$ cat src/rtl/stack_memory_sequencer.sv
// Stack memory sequencer: owns the stack pointer and serialises PUSH/POP/CALL/RET/INT/RTI
// into one 16-bit data-memory access per cycle, stalling the pipeline for the whole transfer.
module stack_memory_sequencer #(
    parameter int                ADDR_W  = 11,
    parameter logic [ADDR_W-1:0] SP_INIT = '1
) (
    input  logic              clk,
    input  logic              rst,
    input  logic              req_valid,
    input  logic [2:0]        req_op,
    input  logic [31:0]       req_pc,
    input  logic [3:0]        req_flags,
    input  logic [15:0]       req_data,
    input  logic              ls_rd,
    input  logic              ls_wr,
    input  logic [ADDR_W-1:0] ls_addr,
    input  logic [15:0]       ls_wdata,
    output logic              mem_rd,
    output logic              mem_wr,
    output logic [ADDR_W-1:0] mem_addr,
    output logic [15:0]       mem_wdata,
    input  logic [15:0]       mem_rdata,
    output logic              stall,
    output logic              done,
    output logic              err,
    output logic [31:0]       pc_out,
    output logic [3:0]        flags_out,
    output logic [15:0]       pop_data,
    output logic [ADDR_W-1:0] sp_out,
    output logic [1:0]        state_dbg
);

    // Handshake: req_valid is a single-cycle strobe with no ready. It is only
    // honoured in IDLE; while stall=1 the pipeline is frozen and issues nothing.
    typedef enum logic [1:0] {S_IDLE, S_XFER, S_CAPTURE, S_DONE} state_t;

    localparam logic [2:0] OP_PUSH = 3'b000;
    localparam logic [2:0] OP_POP  = 3'b001;
    localparam logic [2:0] OP_CALL = 3'b010;
    localparam logic [2:0] OP_RET  = 3'b011;
    localparam logic [2:0] OP_INT  = 3'b100;
    localparam logic [2:0] OP_RTI  = 3'b101;

    state_t            state, state_d;
    logic [ADDR_W-1:0] sp;
    logic [ADDR_W-1:0] sp_inc;
    logic [1:0]        cnt;
    logic [1:0]        n_words;
    logic [2:0]        op_q;
    logic [31:0]       pc_q;
    logic [3:0]        flags_q;
    logic [15:0]       data_q;
    logic [15:0]       w0, w1;
    logic [15:0]       push_word;
    logic              err_q;
    logic              is_push;
    logic              req_legal;
    logic              accept;
    logic              last_word;

    // Even opcodes push, odd opcodes pop.
    assign is_push   = ~op_q[0];
    assign req_legal = (req_op[2:1] != 2'b11);
    assign accept    = (state == S_IDLE) && req_valid && req_legal;
    assign sp_inc    = sp + ADDR_W'(1);
    assign last_word = (cnt == (n_words - 2'd1));

    assign stall     = (state != S_IDLE);
    assign done      = (state == S_DONE);
    assign err       = err_q;
    assign sp_out    = sp;
    assign state_dbg = state;

    always_comb begin
        case (op_q[2:1])
            2'b00:   n_words = 2'd1;
            2'b01:   n_words = 2'd2;
            default: n_words = 2'd3;
        endcase
    end

    always_comb begin
        push_word = data_q;
        case (op_q)
            OP_CALL: push_word = (cnt == 2'd0) ? pc_q[31:16] : pc_q[15:0];
            OP_INT: begin
                if (cnt == 2'd0)      push_word = pc_q[31:16];
                else if (cnt == 2'd1) push_word = pc_q[15:0];
                else                  push_word = {12'h000, flags_q};
            end
            default: ;
        endcase
    end

    always_comb begin
        state_d   = state;
        mem_rd    = 1'b0;
        mem_wr    = 1'b0;
        mem_addr  = '0;
        mem_wdata = '0;
        case (state)
            S_IDLE: begin
                mem_rd = ls_rd;
                mem_wr = ls_wr;
                if (ls_rd || ls_wr) mem_addr  = ls_addr;
                if (ls_wr)          mem_wdata = ls_wdata;
                if (accept)         state_d   = S_XFER;
            end
            S_XFER: begin
                if (is_push) begin
                    mem_wr    = 1'b1;
                    mem_addr  = sp;
                    mem_wdata = push_word;
                end else begin
                    mem_rd   = 1'b1;
                    mem_addr = sp_inc;
                end
                if (last_word) state_d = S_CAPTURE;
            end
            S_CAPTURE: state_d = S_DONE;
            S_DONE:    state_d = S_IDLE;
            default:   state_d = S_IDLE;
        endcase
    end

    always_ff @(posedge clk) begin
        if (rst) begin
            state     <= S_IDLE;
            sp        <= SP_INIT;
            cnt       <= '0;
            err_q     <= 1'b0;
            op_q      <= '0;
            pc_q      <= '0;
            flags_q   <= '0;
            data_q    <= '0;
            w0        <= '0;
            w1        <= '0;
            pc_out    <= '0;
            flags_out <= '0;
            pop_data  <= '0;
        end else begin
            state <= state_d;
            err_q <= (state == S_IDLE) && req_valid && !req_legal;
            if (accept) begin
                op_q    <= req_op;
                pc_q    <= req_pc;
                flags_q <= req_flags;
                data_q  <= req_data;
                cnt     <= '0;
            end
            if (state == S_XFER) begin
                cnt <= cnt + 2'd1;
                if (is_push) begin
                    sp <= sp - ADDR_W'(1);
                end else begin
                    sp <= sp_inc;
                    // Read data trails the strobe by a cycle, so word k lands while cnt=k+1.
                    if (cnt == 2'd1) w0 <= mem_rdata;
                    if (cnt == 2'd2) w1 <= mem_rdata;
                end
            end
            if (state == S_CAPTURE) begin
                case (op_q)
                    OP_POP: pop_data <= mem_rdata;
                    OP_RET: pc_out   <= {mem_rdata, w0};
                    OP_RTI: begin
                        flags_out <= w0[3:0];
                        pc_out    <= {mem_rdata, w1};
                    end
                    default: ;
                endcase
            end
        end
    end

endmodule

$ cat config.mk
export PLATFORM = sky130hd
export DESIGN_NAME = stack_memory_sequencer
export DESIGN_NICKNAME = d
export VERILOG_FILES = /design/src/rtl/stack_memory_sequencer.sv
export SDC_FILE = /design/constraint.sdc
export NUM_CORES = 1
export LEC_CHECK = 0
export CAP_MARGIN = 10
export CORE_ASPECT_RATIO = 0.8
export CORE_MARGIN = 4
export CORE_UTILIZATION = 52
export CTS_CLUSTER_SIZE = 25
export DETAILED_ROUTE_END_ITERATION = 8
export MAX_ROUTING_LAYER = met4
export PLACE_DENSITY = 0.95
export SYNTH_ARGS = -nofsm -noshare
export SYNTH_HDL_FRONTEND = slang
export SYNTH_SLANG_ARGS = --single-unit
$ cat constraint.sdc
create_clock -name clk -period 3.6 [get_ports clk]
set_input_delay 0.54 -clock clk [delete_from_list [all_inputs] [get_ports clk]]
set_output_delay 0.54 -clock clk [all_outputs]
set_load 0.01 [all_outputs]
==> results.json, run 1 <==
{
  "max_freq_ghz": 0.302,
  "synth_commonest_cells": "254 x nand2_1, 155 x dfxtp_1, 126 x a21oi_1, 40 x mux2i_1, 36 x nor2_1",
  "cap_violations": 0,
  "via_count": 6738,
  "top_layer": "met4",
  "min_period_over_period": 0.921,
  "ys_ff_latch": 155,
  "cts_buffer_depth": 2,
  "syn_inst": 865,
  "synth_area_leaders": "dfxtp_1 45%, nand2_1 14%, a21oi_1 9.1%, mux2i_1 5.8%, a22oi_1 2.4%",
  "cts_hold_buf": 0,
  "grt_antenna_before_repair": 0,
  "dr.pass1.iters": 5,
  "finalInstanceArea_mm2": 0.00952,
  "track_usage": 0.280,
  "num-fill-cells": 980,
  "overflow": 0,
  "synth-edff-count": 0,
  "ys.flop_type": "dfxtp_1",
  "leakage_nw": 3.49,
  "netlist-cell-type-count": 53,
  "crit_fanout": 12,
  "worstSetupPathType": "reg -> out",
  "min_path_type": "reg -> reg",
  "max_slew_margin": 0.359,
  "yosysWarnings": 0,
  "grt_pass1_wl_mm": 32.9,
  "async_flop_share": 0,
  "rows": 37,
  "whs_endpoint": "w1[0]",
  "start_kind": "flip-flop",
  "yosys.area.top_type_share": 0.448,
  "insertion_delay_ps": 420,
  "area_delta_synth_final_pct": 37.5,
  "routedWlPerCell_um": 17.7,
  "finalHoldViolCount": 0,
  "whs_path_depth": 2,
  "clock_skew_ps": 9.12,
  "tns_ps": 0,
  "cts_buffers": 17,
  "min_period_ps": 3310,
  "drv_slew": 0,
  "drt_iter0_drc": 484,
  "core_mm2": 0.0130,
  "reg2reg_from": "state_dbg[0]",
  "die_x_um": 137,
  "endpoint_kind": "output pin",
  "wirelength_mm": 21.5,
  "cts_sinks": 155,
  "power_density_mw_per_mm2": 582,
  "worst_ep_arrival_time_ps": 2770,
  "synth.most_common_cell": "nand2_1",
  "worstPathRequired_ps": 3060,
  "fp.dieH_um": 111,
  "syn-num-nets": 980,
  "worstMarginPinSlew_ps": 961,
  "avgSynthCellArea_um2": 8.00,
  "yosysTopAreaCell": "dfxtp_1",
  "die-area_mm2": 0.0152,
  "clk_pin_slew_ps": 60,
  "io_buffers": 199,
  "grt_pass1_vias": 6374,
  "synth_area_mm2": 0.00692,
  "root_buffer": "clkbuf_16",
  "dpl_cell_area_mm2": 0.00889,
  "initial_core_util": 0.534,
  "rrSetupSlack_ps": 1220,
  "dr_wl_met2_mm": 9.89,
  "routabilityCongestion": 0.929,
  "reg2regPathDepth": 5,
  "wl_met3_mm": 1.88,
  "postCtsSetupRepairBufs": 0,
  "drive_gt1_frac": 0.0538,
  "vdd_drop_max_mv": 0.370,
  "ys_seq_area_frac": 0.448,
  "setup_viol": 0,
  "min_from": "w1[0]",
  "postLayoutCoreUtil": 0.734,
  "cts_tree": "done",
  "vias_per_cell": 5.55,
  "nNetsFinal": 1142,
  "htree_num_levels": 4,
  "outcome": "finished, final reports clean",
  "rr_endpoint": "state_dbg[0]",
  "cts_resized": 0,
  "antenna_cells": 0,
  "met1_length_mm": 8.97,
  "ant_nets": 0,
  "grt_max_degree": 93,
  "rsz0062_at_grt": "no",
  "ios": 200,
  "hpwl_mm": 14.9,
  "drc": 0
}
sequential cells by signal (all words and copies together) (netlist names):
name	flops
cnt	2
data_q	16
err	1
flags_out	4
flags_q	4
op_q	3
pc_out	32
pc_q	32
pop_data	16
sp_out	11
state_dbg	2
w0	16
w1	16
critical path, cell delays in order, from the launching register on:
cell	delay [ps]
dfxtp_1	360
inv_1	100
ha_1	170
nor2b_1	400
and2_1	510
a22oi_1	140
o21ai_0	120
clkdlybuf4s50_1	560
cell type report:
class / instances / area (um^2) / area share
inverters: 10 / 37.5 / 0.00394
well taps: 175 / 219 / 0.0230
clock inverters: 13 / 179 / 0.0188
clock buffers: 19 / 453 / 0.0476
multi-input cells: 632 / 3450 / 0.362
repair buffers: 211 / 2080 / 0.218
flip-flops and latches: 155 / 3100 / 0.326
power by group:
group	switching, mW	internal [mW]	leakage, nW
clock network	0.758	1.15	0.301
registers	0.137	1.85	1.26
logic	0.885	0.760	1.93
total	1.78	3.76	3.49
how the worst max path moves through the flow:
stage	from	endpoint	slack, ps	cells after the start
after global routing	state_dbg[0]	mem_addr[9]	100	7
after global placement	ls_rd	mem_addr[10]	670	6
after floorplan	state_dbg[1]	mem_wdata[11]	1490	7
after CTS	state_dbg[0]	mem_addr[9]	310	7
after detailed placement	ls_wr	mem_addr[9]	620	6
final	state_dbg[1]	mem_wdata[14]	290	7
stage by stage:
| stage | power (mW) | worst slack, ps | hold slack [ps] | std cells |
|---|---|---|---|---|
| after global placement | 3.60 | 673 | 441 | 1183 |
| after CTS | 5.55 | 315 | 455 | 1215 |
| after detailed placement | 3.65 | 623 | 446 | 1183 |
| after floorplan | 2.96 | 1490 | 436 | 865 |
| final | 5.54 | 286 | 452 | 1215 |
| after global routing | 5.77 | 95.7 | 475 | 1215 |
per-layer routing:
metal / vias to the layer above / GRT usage
met5: - / -
met4: 0 / 0.120
met3: 59 / 0.0653
met2: 282 / 0.434
met1: 3150 / 0.348
li1: 3247 / -
cell families after synthesis:
| family | synth area share |
|---|---|
| AOI/OAI and AO/OA | 0.178 |
| xor gates and xnor gates | 0.0179 |
| adders and majority gates | 0.0217 |
| buffers and inverters | 0.0560 |
| DFF | 0.448 |
| muxes | 0.0579 |
| and+or+nand+nor | 0.220 |
layout by cell type, fill, tap and decap left out, drive strengths merged, types with 4 or more instances in the layout:
master         instances
ha                    12
a211oi                17
inv                   15
nand3                 10
nor2                  37
mux2i                 40
buf                   13
nand2                254
a21oi                127
o21ai                 32
nor3                   9
a22oi                 23
nor2b                  7
clkbuf                19
dfxtp                155
nand2b                10
xnor2                  5
o2bb2ai                4
clkdlybuf4s50        198
xor2                   7
(Power assumes the default switching activity.)
==> inputs of run 2 (changes only) <==
--- a/config.mk
+++ b/config.mk
@@ -9,10 +9,12 @@
 export CORE_ASPECT_RATIO = 0.8
 export CORE_MARGIN = 4
 export CORE_UTILIZATION = 52
+export CTS_CLUSTER_DIAMETER = 80
 export CTS_CLUSTER_SIZE = 25
 export DETAILED_ROUTE_END_ITERATION = 8
 export MAX_ROUTING_LAYER = met4
 export PLACE_DENSITY = 0.95
+export REMOVE_ABC_BUFFERS = 1
 export SYNTH_ARGS = -nofsm -noshare
 export SYNTH_HDL_FRONTEND = slang
 export SYNTH_SLANG_ARGS = --single-unit
==> run 2 against run 1 <==
Setup slack improved by 16 ps. Clock skew grew 3.4 ps. Via count down 0.85%. Largest cell class unchanged. Clock power decreased by 8%. Total power fell by 2.7%. Routed wire length is 7.3% lower. Fmax up 0.49%. Sequential share of layout area is 0.17 points higher. Clock-buffer cell count is 1 lower. Hold slack gained 2.6 ps.
==> results.json, run 2 (synthesis results as in run 1) <==
{
  "whs_ps": 455,
  "start_kind": "flip-flop",
  "power_mw": 5.39,
  "netSwitchingFraction": 0.331,
  "area_delta_synth_final_pct": 36.8,
  "path_cells": "inv_1 -> ha_1 -> and2_1 -> a22oi_1 -> o21ai_1 -> clkdlybuf4s50_1",
  "final_cells": 1214,
  "slowest_delay_ps": 620,
  "grt_max_degree": 87,
  "initial_core_util": 0.534,
  "routabilityCongestion": 0.869,
  "worstMarginPinSlew_ps": 1110,
  "reg2regPathDepth": 5,
  "rows": 37,
  "slowest_stage": "and2_1",
  "cts_buffers": 17,
  "cts_buffer_depth": 2,
  "die-area_mm2": 0.0152,
  "wirelength_mm": 20.0,
  "num-fill-cells": 916,
  "track_usage": 0.265,
  "cts_resized": 0,
  "fp.dieH_um": 111,
  "final_common_cell": "nand2_1",
  "largestRegisters": "pc_out (32), pc_q (32)",
  "reg2reg_from": "state_dbg[0]",
  "rrSetupSlack_ps": 1240,
  "grt_pass1_vias": 6432,
  "ant_nets": 0,
  "clock_skew_ps": 12.5,
  "routedWlPerCell_um": 16.4,
  "min_path_type": "reg -> reg",
  "whs_endpoint": "pc_out[22]",
  "whs_path_depth": 2,
  "switchingPower_mw": 1.79,
  "min_period_ps": 3300,
  "drt_iter0_drc": 737,
  "worstSetupPathType": "reg -> out",
  "grt_use_met2": 0.408,
  "min_period_over_period": 0.916,
  "clk_pin_slew_ps": 60,
  "crit_fanout": 17,
  "grt_busiest_layer": "met2",
  "drv_slew": 0,
  "power.share.clock": 0.327,
  "insertion_delay_ps": 420,
  "min_from": "pc_out[22]",
  "grt_antenna_before_repair": 0,
  "drc": 0,
  "dr.pass1.iters": 5,
  "via_count": 6681,
  "seqPwrFrac": 0.367,
  "cap_violations": 0,
  "cts_tree": "done",
  "max_slew_margin": 0.257,
  "rsz0062_at_grt": "no",
  "nNetsFinal": 1141,
  "vdd_drop_max_mv": 0.354,
  "root_buffer": "clkbuf_16",
  "rr_endpoint": "state_dbg[0]",
  "finalHoldViolCount": 0,
  "grt_util_met1": 0.320,
  "postCtsSetupRepairBufs": 0,
  "drive_gt1_frac": 0.0520,
  "die_x_um": 137,
  "core_mm2": 0.0130,
  "max_freq_ghz": 0.303,
  "critPathTopFamily": "buffers and inverters",
  "cts_sinks": 155,
  "p_int_mw": 3.60,
  "cts_hold_buf": 0,
  "comb_power_share": 0.306,
  "use_met3": 0.0848,
  "overflow": 0,
  "power_density_mw_per_mm2": 569,
  "layout_common_cells": "254 x nand2_1, 198 x clkdlybuf4s50_1, 155 x dfxtp_1",
  "setup_viol": 0,
  "io_buffers": 199,
  "tns_ps": 0,
  "placed_cells": 1182,
  "hpwl_mm": 13.9,
  "leakage_nw": 3.47,
  "htree_num_levels": 4,
  "grt_pass1_wl_mm": 31.4,
  "worst_ep_arrival_time_ps": 2760,
  "endpoint_kind": "output pin",
  "outcome": "finished, final reports clean",
  "path_buf_inv": 2,
  "antenna_cells": 0,
  "vias_per_cell": 5.50,
  "ios": 200,
  "worstPathRequired_ps": 3060
}
==> run 2: cell count changes in the layout (fill, tap and decap cells not counted), sizes merged <==
cell | before | now
inv | 15 | 17
clkinvlp | 3 | 0
buf | 13 | 12
clkbuf | 19 | 18
bufinv | 3 | 1
clkinv | 2 | 6
==> run 2: per-stage QoR <==
stage | setup WS (ps) | instance area, um^2 | utilization
3_5_place_dp | 659 | 8890 | 0.686
4_1_cts | 326 | 9470 | 0.731
5_1_grt | 131 | 9470 | 0.731
3_3_place_gp | 675 | 8890 | 0.686
2_1_floorplan | 1010 | 6570 | -
6_report | 302 | 9470 | 0.731
==> run 2: worst max path at each step <==
| stage | from | to | slack (ps) | cells past startpoint |
|---|---|---|---|---|
| finish | state_dbg[0] | mem_wdata[9] | 300 | 6 |
| global route | state_dbg[1] | mem_wdata[7] | 130 | 7 |
| CTS | state_dbg[1] | mem_wdata[9] | 330 | 7 |
| detailed placement | ls_wr | mem_wdata[12] | 660 | 5 |
| global placement | ls_wr | mem_wdata[12] | 680 | 5 |
| floorplan | cnt[0] | mem_wdata[10] | 1010 | 6 |
==> run 2: routing by layer <==
metal / part of all wire / vias to the layer above
li1: - / 3261
met3: 0.085 / 63
met1: 0.42 / 3094
met2: 0.46 / 263
met5: 0 / -
met4: 0.036 / 0
==> run 2: power by group through the flow <==
stage / combinational, mW / sequential, mW / clock [mW]
3_3_place_gp: 1.60 / 2.01 / 0
4_1_cts: 1.64 / 1.98 / 1.78
3_5_place_dp: 1.63 / 2.01 / 0
5_1_grt: 1.79 / 2.00 / 1.86
2_1_floorplan: 0.862 / 2.00 / 0
6_report: 1.65 / 1.98 / 1.76
==> run 2: worst min-delay path, stage by stage, from the launching register on <==
cell     delay (ps)
dfxtp_1         310
nand2_1          50
a21oi_1          50
==> run 2: layout make-up <==
cell class                      count  area, um^2  area share
Multi-Input combinational cell    632        3440       0.364
Sequential cell                   155        3100       0.328
Timing Repair Buffer              210        2080       0.220
Clock buffer                       18         429      0.0453
Tap cell                          175         219      0.0231
Clock inverter                     14         154      0.0163
Inverter                           10        37.5     0.00396
==> inputs of run 3 (changes only) <==
--- a/config.mk
+++ b/config.mk
@@ -5,7 +5,7 @@
 export SDC_FILE = /design/constraint.sdc
 export NUM_CORES = 1
 export LEC_CHECK = 0
-export CAP_MARGIN = 10
+export CAP_MARGIN = 20
 export CORE_ASPECT_RATIO = 0.8
 export CORE_MARGIN = 4
 export CORE_UTILIZATION = 52
==> run 3 against run 2 <==
Cell count about the same. Total power about the same. Combinational power about the same. Critical endpoint unchanged. Largest cell class unchanged. Largest power group unchanged. Highest routed layer unchanged.
==> results.json, run 3 (synthesis results as in run 1) <==
{
  "worstMarginPinSlew_ps": 966,
  "clock_skew_ps": 13.9,
  "worstSetupPathType": "reg -> out",
  "cts_buffer_depth": 2,
  "drc": 0,
  "area_delta_synth_final_pct": 37.0,
  "dpl_cell_area_mm2": 0.00889,
  "max_freq_ghz": 0.301,
  "startpoint": "state_dbg[1]",
  "cts_resized": 0,
  "slowest_stage": "clkdlybuf4s50_1",
  "reg2regPathDepth": 5,
  "track_usage": 0.265,
  "post-place-ws_ps": 659,
  "vdd_drop_max_mv": 0.357,
  "fp.dieH_um": 111,
  "multi_input_area_mm2": 0.00344,
  "critPathTopFamily": "simple AND/OR/NAND/NOR gates",
  "ios": 200,
  "insertion_delay_ps": 420,
  "rrSetupSlack_ps": 1230,
  "final_common_cell": "nand2_1",
  "io_buffers": 199,
  "outcome": "finished, final reports clean",
  "cts_sinks": 155,
  "min_period_over_period": 0.922,
  "hpwl_mm": 13.9,
  "reg2reg_from": "state_dbg[0]",
  "crit_fanout": 12,
  "slowest_delay_ps": 570,
  "final_cells": 1215,
  "htree_num_levels": 4,
  "grt_pass1_wl_mm": 31.4,
  "initial_core_util": 0.534,
  "clk_pin_slew_ps": 60,
  "overflow": 0,
  "rows": 37,
  "whs_ps": 455,
  "max_slew_margin": 0.356,
  "drv_slew": 0,
  "path_buf_inv": 2,
  "power_mw": 5.39,
  "layout_common_cells": "254 x nand2_1, 198 x clkdlybuf4s50_1, 155 x dfxtp_1",
  "whs_path_depth": 2,
  "placed_cells": 1182,
  "postCtsSetupRepairBufs": 0,
  "via_count": 6659,
  "core_mm2": 0.0130,
  "finalInstanceArea_mm2": 0.00948,
  "leakage_nw": 3.48,
  "antenna_cells": 0,
  "power_density_mw_per_mm2": 569,
  "cts_hold_buf": 0,
  "die-area_mm2": 0.0152,
  "dr.pass1.iters": 5,
  "final.setup.worst_slack_ps": 282,
  "rr_endpoint": "state_dbg[0]",
  "cap_violations": 0,
  "min_period_ps": 3320,
  "num-fill-cells": 915,
  "setup_viol": 0,
  "vias_per_cell": 5.48,
  "finalHoldViolCount": 0,
  "ant_nets": 0,
  "min_path_type": "reg -> reg",
  "cts_tree": "done",
  "whs_endpoint": "pc_out[22]",
  "min_from": "pc_out[22]",
  "routedWlPerCell_um": 16.5,
  "start_kind": "flip-flop",
  "rsz0062_at_grt": "no",
  "nNetsFinal": 1142,
  "tns_ps": 0,
  "drt_iter0_drc": 717,
  "endpoint_kind": "output pin",
  "wirelength_mm": 20.0,
  "routabilityCongestion": 0.869,
  "worst_ep_arrival_time_ps": 2780,
  "grt_max_degree": 87,
  "grt_antenna_before_repair": 0,
  "die_x_um": 137,
  "drive_gt1_frac": 0.0529,
  "grt_pass1_vias": 6432,
  "cts_buffers": 17,
  "root_buffer": "clkbuf_16",
  "worstPathRequired_ps": 3060,
  "largestRegisters": "pc_out (32), pc_q (32)",
  "seq_area_mm2": 0.00310,
  "postLayoutCoreUtil": 0.731,
  "path_cells": "inv_1 -> ha_1 -> nor2b_1 -> and2_1 -> a22oi_1 -> o21ai_1 -> clkdlybuf4s50_1"
}
run 3: cell types whose count changed in the layout (fill, tap and decap cells not counted):
cell | previous run | this run
buf_6 | 0 | 1
run 3: how the worst max path moves through the flow:
| stage | to | cells after the start |
|---|---|---|
| 5_1_grt | mem_wdata[7] | 7 |
| 2_1_floorplan | mem_wdata[10] | 6 |
| 4_1_cts | mem_wdata[9] | 7 |
| 3_3_place_gp | mem_wdata[12] | 5 |
| 3_5_place_dp | mem_wdata[12] | 5 |
| 6_report | mem_wdata[9] | 7 |
run 3: area by class of cell:
type | count | share of cell area
well taps | 175 | 0.0231
repair buffers | 211 | 0.221
multi-input cells | 632 | 0.363
flip-flops and latches | 155 | 0.327
clock inverters | 14 | 0.0162
inverters | 10 | 0.00396
clock buffers | 18 | 0.0453
run 3: layer usage:
layer / GRT usage / vias up / routed length (um)
met3: 0.0848 / 56 / 1650
li1: - / 3258 / -
met5: - / - / 0
met1: 0.320 / 3092 / 8440
met4: 0.110 / 0 / 694
met2: 0.408 / 253 / 9260
run 3: worst reg2reg max path: stages, from the launching register on:
cell and delay, ps:
dfxtp_1 340, inv_1 110, ha_1 360, nand3_2 700, a32o_1 530, a211oi_1 250
run 3: report_power, final:
part	internal (mW)	total [mW]	switching (mW)
clock	0.982	1.76	0.779
sequential	1.85	1.98	0.129
combinational	0.774	1.65	0.877
total	3.61	5.39	1.79
